File: src/rtl/change_dispenser.sv
// Coin-change dispenser: latches a refund amount and drops coins one at a time,
// largest denomination first, through a valid/ack handshake with the coin hopper.
module change_dispenser #(
   parameter int COIN_VAL0   = 100,
   parameter int COIN_VAL1   = 500,
   parameter int COIN_VAL2   = 1000,
   parameter int TOTAL_BITS  = 31,
   parameter int ACK_TIMEOUT = 16
) (
   input  logic                  clk,
   input  logic                  reset_n,
   input  logic                  i_start,
   input  logic [TOTAL_BITS-1:0] i_amount,
   input  logic                  i_coin_ack,
   output logic                  o_coin_valid,
   output logic [2:0]            o_coin_sel,
   output logic                  o_busy,
   output logic                  o_done,
   output logic [TOTAL_BITS-1:0] o_remainder,
   output logic                  o_error,
   output logic [7:0]            o_coin_count
);

   localparam logic [TOTAL_BITS-1:0] V0 = TOTAL_BITS'(COIN_VAL0);
   localparam logic [TOTAL_BITS-1:0] V1 = TOTAL_BITS'(COIN_VAL1);
   localparam logic [TOTAL_BITS-1:0] V2 = TOTAL_BITS'(COIN_VAL2);
   localparam logic [7:0]            TMO_LAST = 8'(ACK_TIMEOUT - 1);

   typedef enum logic [1:0] {IDLE, SELECT, PRESENT, DONE} state_t;

   state_t                state, state_n;
   logic [TOTAL_BITS-1:0] remaining, remaining_n, remainder_n, coin_val;
   logic [7:0]            tmo_cnt, tmo_cnt_n, count_n;
   logic [2:0]            sel_n;
   logic                  valid_n, error_n;

   // Value of the coin currently presented, decoded from the held one-hot select.
   always_comb begin
      coin_val = V0;
      if (o_coin_sel[2])      coin_val = V2;
      else if (o_coin_sel[1]) coin_val = V1;
   end

   always_comb begin
      state_n     = state;
      remaining_n = remaining;
      tmo_cnt_n   = tmo_cnt;
      count_n     = o_coin_count;
      sel_n       = o_coin_sel;
      valid_n     = o_coin_valid;
      error_n     = o_error;
      remainder_n = o_remainder;
      case (state)
         IDLE: begin
            if (i_start) begin
               remaining_n = i_amount;
               count_n     = 8'd0;
               error_n     = 1'b0;
               state_n     = (i_amount < V0) ? DONE : SELECT;
            end
         end
         SELECT: begin
            if (remaining >= V2)      sel_n = 3'b100;
            else if (remaining >= V1) sel_n = 3'b010;
            else                      sel_n = 3'b001;
            valid_n   = 1'b1;
            tmo_cnt_n = 8'd0;
            state_n   = PRESENT;
         end
         PRESENT: begin
            // An ack in the final waiting cycle still counts: ack beats timeout.
            if (i_coin_ack) begin
               remaining_n = remaining - coin_val;
               if (o_coin_count != 8'hFF) count_n = o_coin_count + 8'd1;
               valid_n = 1'b0;
               state_n = (remaining_n < V0) ? DONE : SELECT;
            end else if (tmo_cnt == TMO_LAST) begin
               error_n = 1'b1;
               valid_n = 1'b0;
               state_n = DONE;
            end else begin
               tmo_cnt_n = tmo_cnt + 8'd1;
            end
         end
         DONE:    state_n = IDLE;
         default: state_n = IDLE;
      endcase
      if (state_n == DONE) remainder_n = remaining_n;
   end

   always_ff @(posedge clk or negedge reset_n) begin
      if (!reset_n) begin
         state        <= IDLE;
         remaining    <= '0;
         tmo_cnt      <= '0;
         o_coin_count <= '0;
         o_coin_sel   <= '0;
         o_coin_valid <= 1'b0;
         o_error      <= 1'b0;
         o_remainder  <= '0;
         o_done       <= 1'b0;
         o_busy       <= 1'b0;
      end else begin
         state        <= state_n;
         remaining    <= remaining_n;
         tmo_cnt      <= tmo_cnt_n;
         o_coin_count <= count_n;
         o_coin_sel   <= sel_n;
         o_coin_valid <= valid_n;
         o_error      <= error_n;
         o_remainder  <= remainder_n;
         o_done       <= (state_n == DONE);
         o_busy       <= (state_n != IDLE);
      end
   end

endmodule
File: config.mk
export PLATFORM = sky130hd
export DESIGN_NAME = change_dispenser
export DESIGN_NICKNAME = d
export VERILOG_FILES = /design/src/rtl/change_dispenser.sv
export SDC_FILE = /design/constraint.sdc
export NUM_CORES = 1
export LEC_CHECK = 0
export BUFFER_PORTS_ARGS = -buffer_cell sky130_fd_sc_hd__buf_2
export CORE_MARGIN = 4
export CORE_UTILIZATION = 50
export DETAILED_ROUTE_END_ITERATION = 10
export HOLD_SLACK_MARGIN = 0.08
export PLACE_DENSITY = 0.8
export REMOVE_ABC_BUFFERS = 1
export SKIP_CTS_REPAIR_TIMING = 1
export SLEW_MARGIN = 25
export SYNTH_ARGS = -nofsm -noshare
export SYNTH_HDL_FRONTEND = slang
export SYNTH_SLANG_ARGS = --single-unit
File: constraint.sdc
create_clock -name clk -period 6.5 [get_ports clk]
set_input_delay 1.3 -clock clk [delete_from_list [all_inputs] [get_ports clk]]
set_output_delay 1.3 -clock clk [all_outputs]
set_load 0.02 [all_outputs]
### Word level (Yosys, flattened, before mapping)

Cells that the tools add are included.

| storage, ports and cells | value |
|---|---|
| logic and storage cells | 65 |
| output and inout port bits | 46 |
| register bits | 87 |

| operators by class | value |
|---|---|
| equality and inequality tests | 13 |
| add/sub/neg operators | 3 |
| order comparisons | 4 |
| muxes and demuxes | 27 |
| reductions and logical operators | 8 |

Operators with widths:

| kind | count |
|---|---|
| $mux W31 | 3 |
| $lt A31 B7 Y1 const B | 2 |
| $pmux W31 S2 | 1 |
| $mux W8 | 5 |
| $pmux W8 S2 | 2 |
| $ge A31 B10 Y1 const B | 1 |
| $ge A31 B9 Y1 const B | 1 |
| $sub A31 B31 Y31 | 1 |
| $add A8 B1 Y8 const B | 2 |
| $mux W2 | 6 |
| $ne A2 B2 Y1 const B | 6 |
| $mux W9 | 1 |
| $eq A8 B4 Y1 const B | 1 |
| $ne A8 B8 Y1 const B | 1 |
| $pmux W2 S4 | 1 |
| $reduce_and A4 Y1 | 2 |
| $eq A2 B2 Y1 const B | 3 |
| $reduce_bool A2 Y1 | 3 |
| $mux W1 | 5 |
| $pmux W1 S2 | 2 |
| $mux W3 | 1 |
| $ne A3 B3 Y1 const B | 1 |
| $reduce_and A3 Y1 | 1 |
| $eq A2 B1 Y1 const B | 1 |
| other kinds (2) | 2 |

### Longest topological paths before layout

Gate-level depths: netlist of run 1.

| depth | value |
|---|---|
| depth in word-level cells | 8 |
| gate-level depth with buffers | 13 |
| depth with buffers taken out | 12 |

### Least setup slack after synthesis of run 1

Ideal clock, no wire load.

| path | value |
|---|---|
| path kind | reg-to-reg |
| start | register o_coin_sel[2] |
| end | register o_remainder[10] |
| arrival | 3.392 ns |
| slack | 2.983 ns |
| setup time | 0.125 ns |
| stages on the path, launching flop included | 14 |
| buffers on the path | 1 |
| clock period less this slack | 3.517 ns |
| path through | dfrtp_1 -> inv_1 -> ha_1 -> inv_1 -> fa_1 -> a211oi_1 -> nor4b_2 -> a211oi_1 -> nand2_1 -> a22oi_1 -> nand4_1 -> o21ai_4 -> buf_6 -> mux2_2 |

| on the way | value |
|---|---|
| word-level cells in the longest chain between the ends | 7 |
| elaborated cells between the ends (all ways) | 9 |
| classes of those cells | 1 x add/sub; 1 x order compare; 1 x eq/ne; 6 x mux |

RTL lines:

| element | RTL line | text |
|---|---|---|
| from (decl) | 16 | `output logic [2:0] o_coin_sel,` |
| from (signal assigned) | 108 | `o_coin_sel <= sel_n;` |
| $mux W31 * | 40 | `if (o_coin_sel[2]) coin_val = V2;` |
| $sub A31 B31 Y31 * | 73 | `remaining_n = remaining - coin_val;` |
| $lt A31 B7 Y1 | 76 | `state_n = (remaining_n < V0) ? DONE : SELECT;` |
| $mux W2 | 76 |  |
| $mux W2 | 72 | `if (i_coin_ack) begin` |
| $pmux W2 S4 | 53 | `case (state)` |
| $eq A2 B2 Y1 | 88 | `if (state_n == DONE) remainder_n = remaining_n;` |
| to (signal assigned) | 111 | `o_remainder <= remainder_n;` |
| to (decl) | 19 | `output logic [TOTAL_BITS-1:0] o_remainder,` |

Every way passes the cells marked *; elsewhere a longest branch is shown, timed or not.
A chain may end at the register's enable or synchronous reset.

### Worst setup path in the final report of run 1

| path | value |
|---|---|
| start | register o_coin_sel[2] |
| end | register o_remainder[7] |

The elaborated chain is that of the path after synthesis.

==> impl_metrics.csv, run 1 <==
group,metric,value,unit
synthesis,synth-compound-area-share,18.53,%
cells_and_area,multiInputGateArea,2545,um^2
worst_setup_path,worstPathMaxFanout,20,
synthesis,ys_seq_area_share,44.59,%
worst_setup_path,slowest_stage,"o21ai_4",
worst_hold_path,hold_path_class,"reg2reg",
power,power,0.002520,W
clock_tree,numCtsBuffers,9,
drt,vias,4277,
power,p_per_area,453.0,nW/um^2
worst_setup_path,start_kind,"register",
floorplanning,core-area,9371,um^2
synthesis,synth-xor-area-share,2.870,%
power,ir_drop,206.6,uV
worst_setup_path,worst-path-buf-inv,3,
placement,dpl.cell_count,689,
clock_tree,cts_tree,"built",
status,status,"finished clean",
sta,final-hold-violation-count,0,
synthesis,yosys.area.top_type,"dfrtp_1",
floorplanning,die_w,106.8,um
worst_setup_path,crit_path_frequent_cell,"inv_1",
synthesis,ys_seq_elements,87,
synthesis,synthSimpleGateAreaFrac,19.48,%
sta,skew,14.74,ps
drt,routed_wl,13190,um
drt,avgRoutedWirePerCell,18.68,um
synthesis,synth_edf_count,0,
floorplanning,dieArea,11410,um^2
floorplanning,die_y,106.8,um
synthesis,ys.flop_type,"dfrtp_1",
placement,portBuffers,80,
synthesis,synth_top_family_by_area,"simple AND/OR/NAND/NOR gates",
synthesis,synth_top_area_share,44.59,%
sta,fin_crit_sh,67.31,%
placement,hpwlAfterDp,9617,um
power,p_leak,2.491,nW
cells_and_area,drive_gt1_share,25.13,%
worst_setup_path,r2r_start,"o_coin_sel[2]",
sta,setup_viol,0,
sta,slew_headroom,29.45,%
worst_setup_path,cpLargestDelayFamily,"compound AO/OA/AOI/OAI gates",
cells_and_area,syn2layout_area_growth,13.94,%
floorplanning,initial_core_util,52.10,%
sta,final.setup.tns,0,ps
drt,ant_nets,0,
sta,slew_violations,0,
clock_tree,cts_max_level,3,
worst_setup_path,cp-startpoint,"o_coin_sel[2]",
synthesis,synthTopCellsByArea,"dfrtp_1 (45%), mux2_2 (7.2%), nand2_1 (4.1%)",
worst_setup_path,slowest_delay,660,ps
drt,vias_per_cell,6.058,
worst_hold_path,min-delay-start,"o_remainder[20]",
cells_and_area,seq_area,2177,um^2
clock_tree,clk_pin_slew_worst_paths,100,ps
cells_and_area,diodes,0,
grt,grt_use_total,23.74,%
synthesis,avgSynthCellArea,9.725,um^2
synthesis,synth_cell_types,69,
grt,grt_pass1_wl,21670,um
worst_setup_path,cp_data_required_time,6760,ps
cells_and_area,final_util,59.36,%
synthesis,synthAdderAreaFrac,2.717,%
clock_tree,clockRootBuffer,"clkbuf_8",
synthesis,synthMuxAreaShare,8.483,%
worst_setup_path,cp_data_arrival_time,4630,ps
clock_tree,clockBufferDepth,2,
worst_setup_path,worstPathCellList,"inv_1 > ha_1 > inv_1 > fa_1 > a21oi_1 > o2bb2ai_1 > o21ai_1 > nor3b_1 > a2bb2oi_1 > nand4_1 > o21ai_4 > buf_8 > mux2_2",
drt,dr.first_iter.drc_count,269,
worst_setup_path,cp-end-kind,"register",
sta,fmax,0.2286,GHz
cells_and_area,nNetsFinal,617,
synthesis,yosys_warnings,0,
drt,firstDrtPassIters,4,
sta,fin_crit,4375,ps
synthesis,async_flop_share,100.0,%
cells_and_area,n_fill_cell,874,
synthesis,synthesis.area,4882,um^2
worst_setup_path,reg2reg_slack,2120,ps
placement,gp_congestion,0.9456,
grt,overflow,0,
job,maxCapViolCount,0,
floorplanning,rows,35,
grt,grt_max_degree,48,
clock_tree,clock_latency,360,ps
worst_setup_path,critPathKind,"reg2reg",
grt,grt_pass1_vias,4291,
synthesis,syn_inst,502,
sta,worstMarginPinSlew,1054,ps
drt,drc_errors,0,
floorplanning,io_pins,81,
cells_and_area,fin_cells,706,
sta,rsz0062_at_grt,"false",
clock_tree,cts.sinks,87,
grt,antenna_found_initial,0,
==> metrics by stage <==
| stage | instance area, um^2 | worst slack, ps | hold slack, ps |
|---|---|---|---|
| 5_1_grt | 5563 | 1823 | 520.2 |
| 3_3_place_gp | 5340 | 2209 | 463.7 |
| 4_1_cts | 5545 | 2028 | 493.8 |
| 6_report | 5563 | 2125 | 490.7 |
| 2_1_floorplan | 4768 | 2687 | 460.1 |
| 3_5_place_dp | 5368 | 2056 | 471.4 |
==> path summary, 6_finish.rpt <==
kind                              endpoint  depth (start not counted)
setup / recovery            o_remainder[7]                         13
hold / removal             o_remainder[20]                          1
setup reg to reg            o_remainder[7]                         13
hold reg to reg            o_remainder[20]                          1
max in group asynchronous  o_remainder[23]                          2
min in group asynchronous   o_remainder[5]                          1
==> worst reg2reg max path, cell delays in order (launching register included) <==
cell       delay [ps]
dfrtp_1           450
inv_1             220
ha_1              200
inv_1              50
fa_1              430
a21oi_1           310
o2bb2ai_1         200
o21ai_1           470
nor3b_1           330
a2bb2oi_1         180
nand4_1           180
o21ai_4           660
buf_8             250
mux2_2            360
==> sequential cells by signal (all words and copies together) (netlist names), 2 cells and up <==
register	cells
o_coin_count	8
o_coin_sel	3
o_remainder	31
remaining	31
state	2
tmo_cnt	8
==> power breakdown <==
part	internal (W)	switching (W)	leakage (nW)	total, W
logic	0.000482	0.000751	1.28	0.00123
clock network	0.000143	0.000213	0.0944	0.000356
registers	0.000731	0.000201	1.12	0.000932
total	0.00136	0.00116	2.49	0.00252
==> per-layer routing <==
layer,track usage [%],share of wire [%],vias up
li1,-,-,2001
met1,32.76,45,2088
met2,38.26,48,163
met3,3.853,5.7,25
met4,7.854,1.7,0
met5,0,0,-
==> cell families (layout without fill, tap and decap cells) <==
family / count (synthesis) / after routing
AOI/OAI and AO/OA: 131 / 131
DFF: 87 / 87
buffers and inverters: 37 / 112
xor gates and xnor gates: 16 / 16
adders and majority gates: 10 / 10
and+or+nand+nor: 184 / 184
muxes: 37 / 37
==> layout make-up <==
class	instances	share of cell area, %
Clock buffer	9	2.227
Clock inverter	7	0.9672
Inverter	13	0.8772
Multi-Input combinational cell	378	45.75
Sequential cell	87	39.14
Tap cell	129	2.901
Timing Repair Buffer	83	8.142
==> layout by cell type (no fill, tap or decap), types with 8 or more instances in the layout <==
master,n
a21oi_1,28
buf_2,79
clkbuf_8,9
dfrtp_1,87
ha_1,9
inv_1,12
mux2_2,31
nand2_1,52
nand3_1,14
nand4_1,8
nor2_1,38
nor3_1,13
nor4_1,10
o21ai_0,38
xor2_1,10
==> synth_stat cells, types with 6 or more instances <==
cell      count
nand3_1      14
a22oi_1       6
nor2_1       38
a21oi_1      28
dfrtp_1      87
nand2_1      53
ha_1          9
xnor2_1       6
mux2_2       31
nand4_1       8
inv_1        12
clkbuf_1     20
o211ai_1      6
nor4_1       10
nor3_1       13
o21ai_0      39
xor2_1       10
Power figures use the tool's default switching activity.
==> run 2: changes to the inputs <==
- ABC_AREA: not set -> 1
- clock period: 6.5 -> 4.16 ns (I/O delays scaled with it)
==> impl_metrics.csv, run 2 <==
group,metric,value,unit
worst_setup_path,cp-startpoint,"o_coin_sel[2]",
cells_and_area,layout_commonest_cell,"nand2_1",
power,ir_drop,572.1,uV
drt,firstDrtPassIters,5,
grt,grt_util_met1,33.97,%
clock_tree,cts_tree,"built",
synthesis,synth_edf_count,0,
cells_and_area,reg_top3,"o_remainder x31, remaining x31",
synthesis,synth-compound-area-share,12.72,%
synthesis,synth_cell_types,47,
power,p_leak,3.093,nW
synthesis,ys_seq_area_share,41.13,%
cells_and_area,syn2layout_area_growth,13.28,%
synthesis,synthTopCellsByArea,"dfrtp_1 (41%), nand2_1 (14%), nand3_1 (7.3%)",
grt,overflow,0,
sta,fin_crit_sh,84.31,%
drt,vias,5209,
synthesis,yosys.area.top_type,"dfrtp_1",
cells_and_area,drive_gt1_share,17.83,%
drt,avgRoutedWirePerCell,16.36,um
grt,grt_pass1_wl,24970,um
synthesis,yosys-top-cells-count,"nand2_1 (202), dfrtp_1 (87), nand3_1 (77)",
cells_and_area,layout_common_cells,"nand2_1 (202), dfrtp_1 (87), buf_2 (79), nand3_1 (77), inv_1 (71)",
sta,slew_headroom,32.60,%
drt,dr.first_iter.drc_count,393,
floorplanning,initial_core_util,51.28,%
synthesis,ys_seq_elements,87,
worst_setup_path,cp-end-kind,"register",
synthesis,synthesis.area,5294,um^2
grt,antenna_found_initial,0,
synthesis,yosys_warnings,0,
worst_setup_path,cp_data_arrival_time,3770,ps
drt,routed_wl,15070,um
drt,drc_errors,0,
cells_and_area,final_area,5997,um^2
floorplanning,die_y,110.9,um
clock_tree,clockRootBuffer,"clkbuf_8",
synthesis,synthAdderAreaFrac,2.505,%
sta,slew_violations,0,
synthesis,synth_top_area_share,41.13,%
drt,vias_per_cell,5.656,
clock_tree,cts_max_level,3,
floorplanning,rows,37,
floorplanning,dieArea,12300,um^2
placement,portBuffers,80,
floorplanning,die_w,110.9,um
worst_setup_path,cp_data_required_time,4430,ps
placement,hpwlAfterDp,11250,um
synthesis,synth-xor-area-share,1.489,%
clock_tree,clock_latency,380,ps
synthesis,synth.most_common_cell,"nand2_1",
synthesis,synth_top_family_by_area,"simple AND/OR/NAND/NOR gates",
synthesis,avgSynthCellArea,7.488,um^2
worst_setup_path,worstPathMaxFanout,32,
grt,grt_use_total,24.78,%
power,p_per_area,729.6,nW/um^2
worst_hold_path,hold_path_class,"in2async",
clock_tree,clk_pin_slew_worst_paths,90,ps
placement,place_area,5828,um^2
clock_tree,clockBufferDepth,2,
worst_setup_path,r2r_start,"o_coin_sel[2]",
synthesis,async_flop_share,100.0,%
grt,grt_pass1_vias,5130,
sta,rsz0062_at_grt,"false",
sta,final-hold-violation-count,0,
grt,grt_busiest_layer,"met2",
grt,met2_usage,39.93,%
job,maxCapViolCount,0,
sta,skew,14.22,ps
synthesis,ys.flop_type,"dfrtp_1",
drt,ant_nets,0,
clock_tree,numCtsBuffers,9,
cells_and_area,n_fill_cell,982,
floorplanning,core-area,10320,um^2
cells_and_area,diodes,0,
sta,fin_crit,3507,ps
sta,setup_viol,0,
synthesis,syn_inst,707,
placement,dp_slack,696.4,ps
sta,fin_ws,652.5,ps
sta,worstMarginPinSlew,1005,ps
cells_and_area,nNetsFinal,826,
synthesis,synthMuxAreaShare,0.2127,%
synthesis,synthSimpleGateAreaFrac,34.13,%
grt,grt_max_degree,46,
worst_setup_path,critPathKind,"reg2reg",
floorplanning,io_pins,81,
clock_tree,cts.sinks,87,
sta,fmax,0.2851,GHz
sta,final.setup.tns,0,ps
grt,grtUsageMet3,3.930,%
status,status,"finished clean",
placement,gp_congestion,0.9997,
worst_setup_path,start_kind,"register",
==> run 2: critical path, cell delays in order, from the launching register on <==
cell	delay, ps
dfrtp_1	440
inv_2	170
ha_1	170
inv_1	60
fa_1	400
nand2_1	80
nand2_1	90
nand3_2	120
nand2_4	80
nand2_4	130
nand3_1	120
xor2_1	180
nor2_1	110
nand2_1	70
nor2_1	160
nand3_1	100
nand2_1	60
nand2_1	40
nand2_1	70
nand2_2	70
nand2_4	180
nand2_4	270
nand2_1	150
nand2_1	70
==> run 2: routing by layer <==
layer  vias to the layer above  part of all wire, %
met1                      2475                   46
met2                       185                   45
met5                         -                    0
met4                         0                  2.3
met3                        27                  5.9
li1                       2522                    -
==> run 2: power by group <==
group	switching [W]	internal, W	total [W]
registers	0.000249	0.00117	0.00141
logic	0.00168	0.000742	0.00242
clock network	0.000326	0.000217	0.000543
total	0.00225	0.00212	0.00438
==> run 2: final timing paths <==
| kind | end | slack (ps) | depth (start not counted) |
|---|---|---|---|
| setup / recovery | o_remainder[1] | 650 | 23 |
| hold / removal | o_remainder[23] | 440 | 1 |
| setup reg to reg | o_remainder[1] | 650 | 23 |
| hold reg to reg | o_remainder[16] | 470 | 2 |
| max in group asynchronous | o_coin_count[4] | 3080 | 2 |
| min in group clk | o_remainder[16] | 470 | 2 |
==> run 2: logic make-up after synthesis <==
logic type	Yosys count
buffers and inverters	107
multiplexers	1
flip-flops	87
XOR/XNOR	9
AO/OA/AOI/OAI	92
AND/OR/NAND/NOR	401
adder cells (fa/ha/maj)	10
==> run 2: metrics by stage <==
step                util (%)  std cells  hold slack (ps)  total power [W]
floorplan                  -        684            466.1         0.003056
global placement       56.26        905            449.4         0.003747
detailed placement     56.45        906            453.6         0.003812
CTS                    58.09        921            467.5         0.004360
global route           58.09        921            485.9         0.004721
finish                 58.09        921            440.8         0.004375
==> run 2: area by class of cell <==
type / count / area, um^2 / area share (%)
timing repair buffer: 86 / 460.4 / 7.678
sequential: 87 / 2177 / 36.30
clock buffer: 9 / 123.9 / 2.066
inverter: 84 / 315.3 / 5.258
tap: 136 / 170.2 / 2.837
clock inverter: 6 / 45.04 / 0.7511
multi-input combinational: 513 / 2705 / 45.11
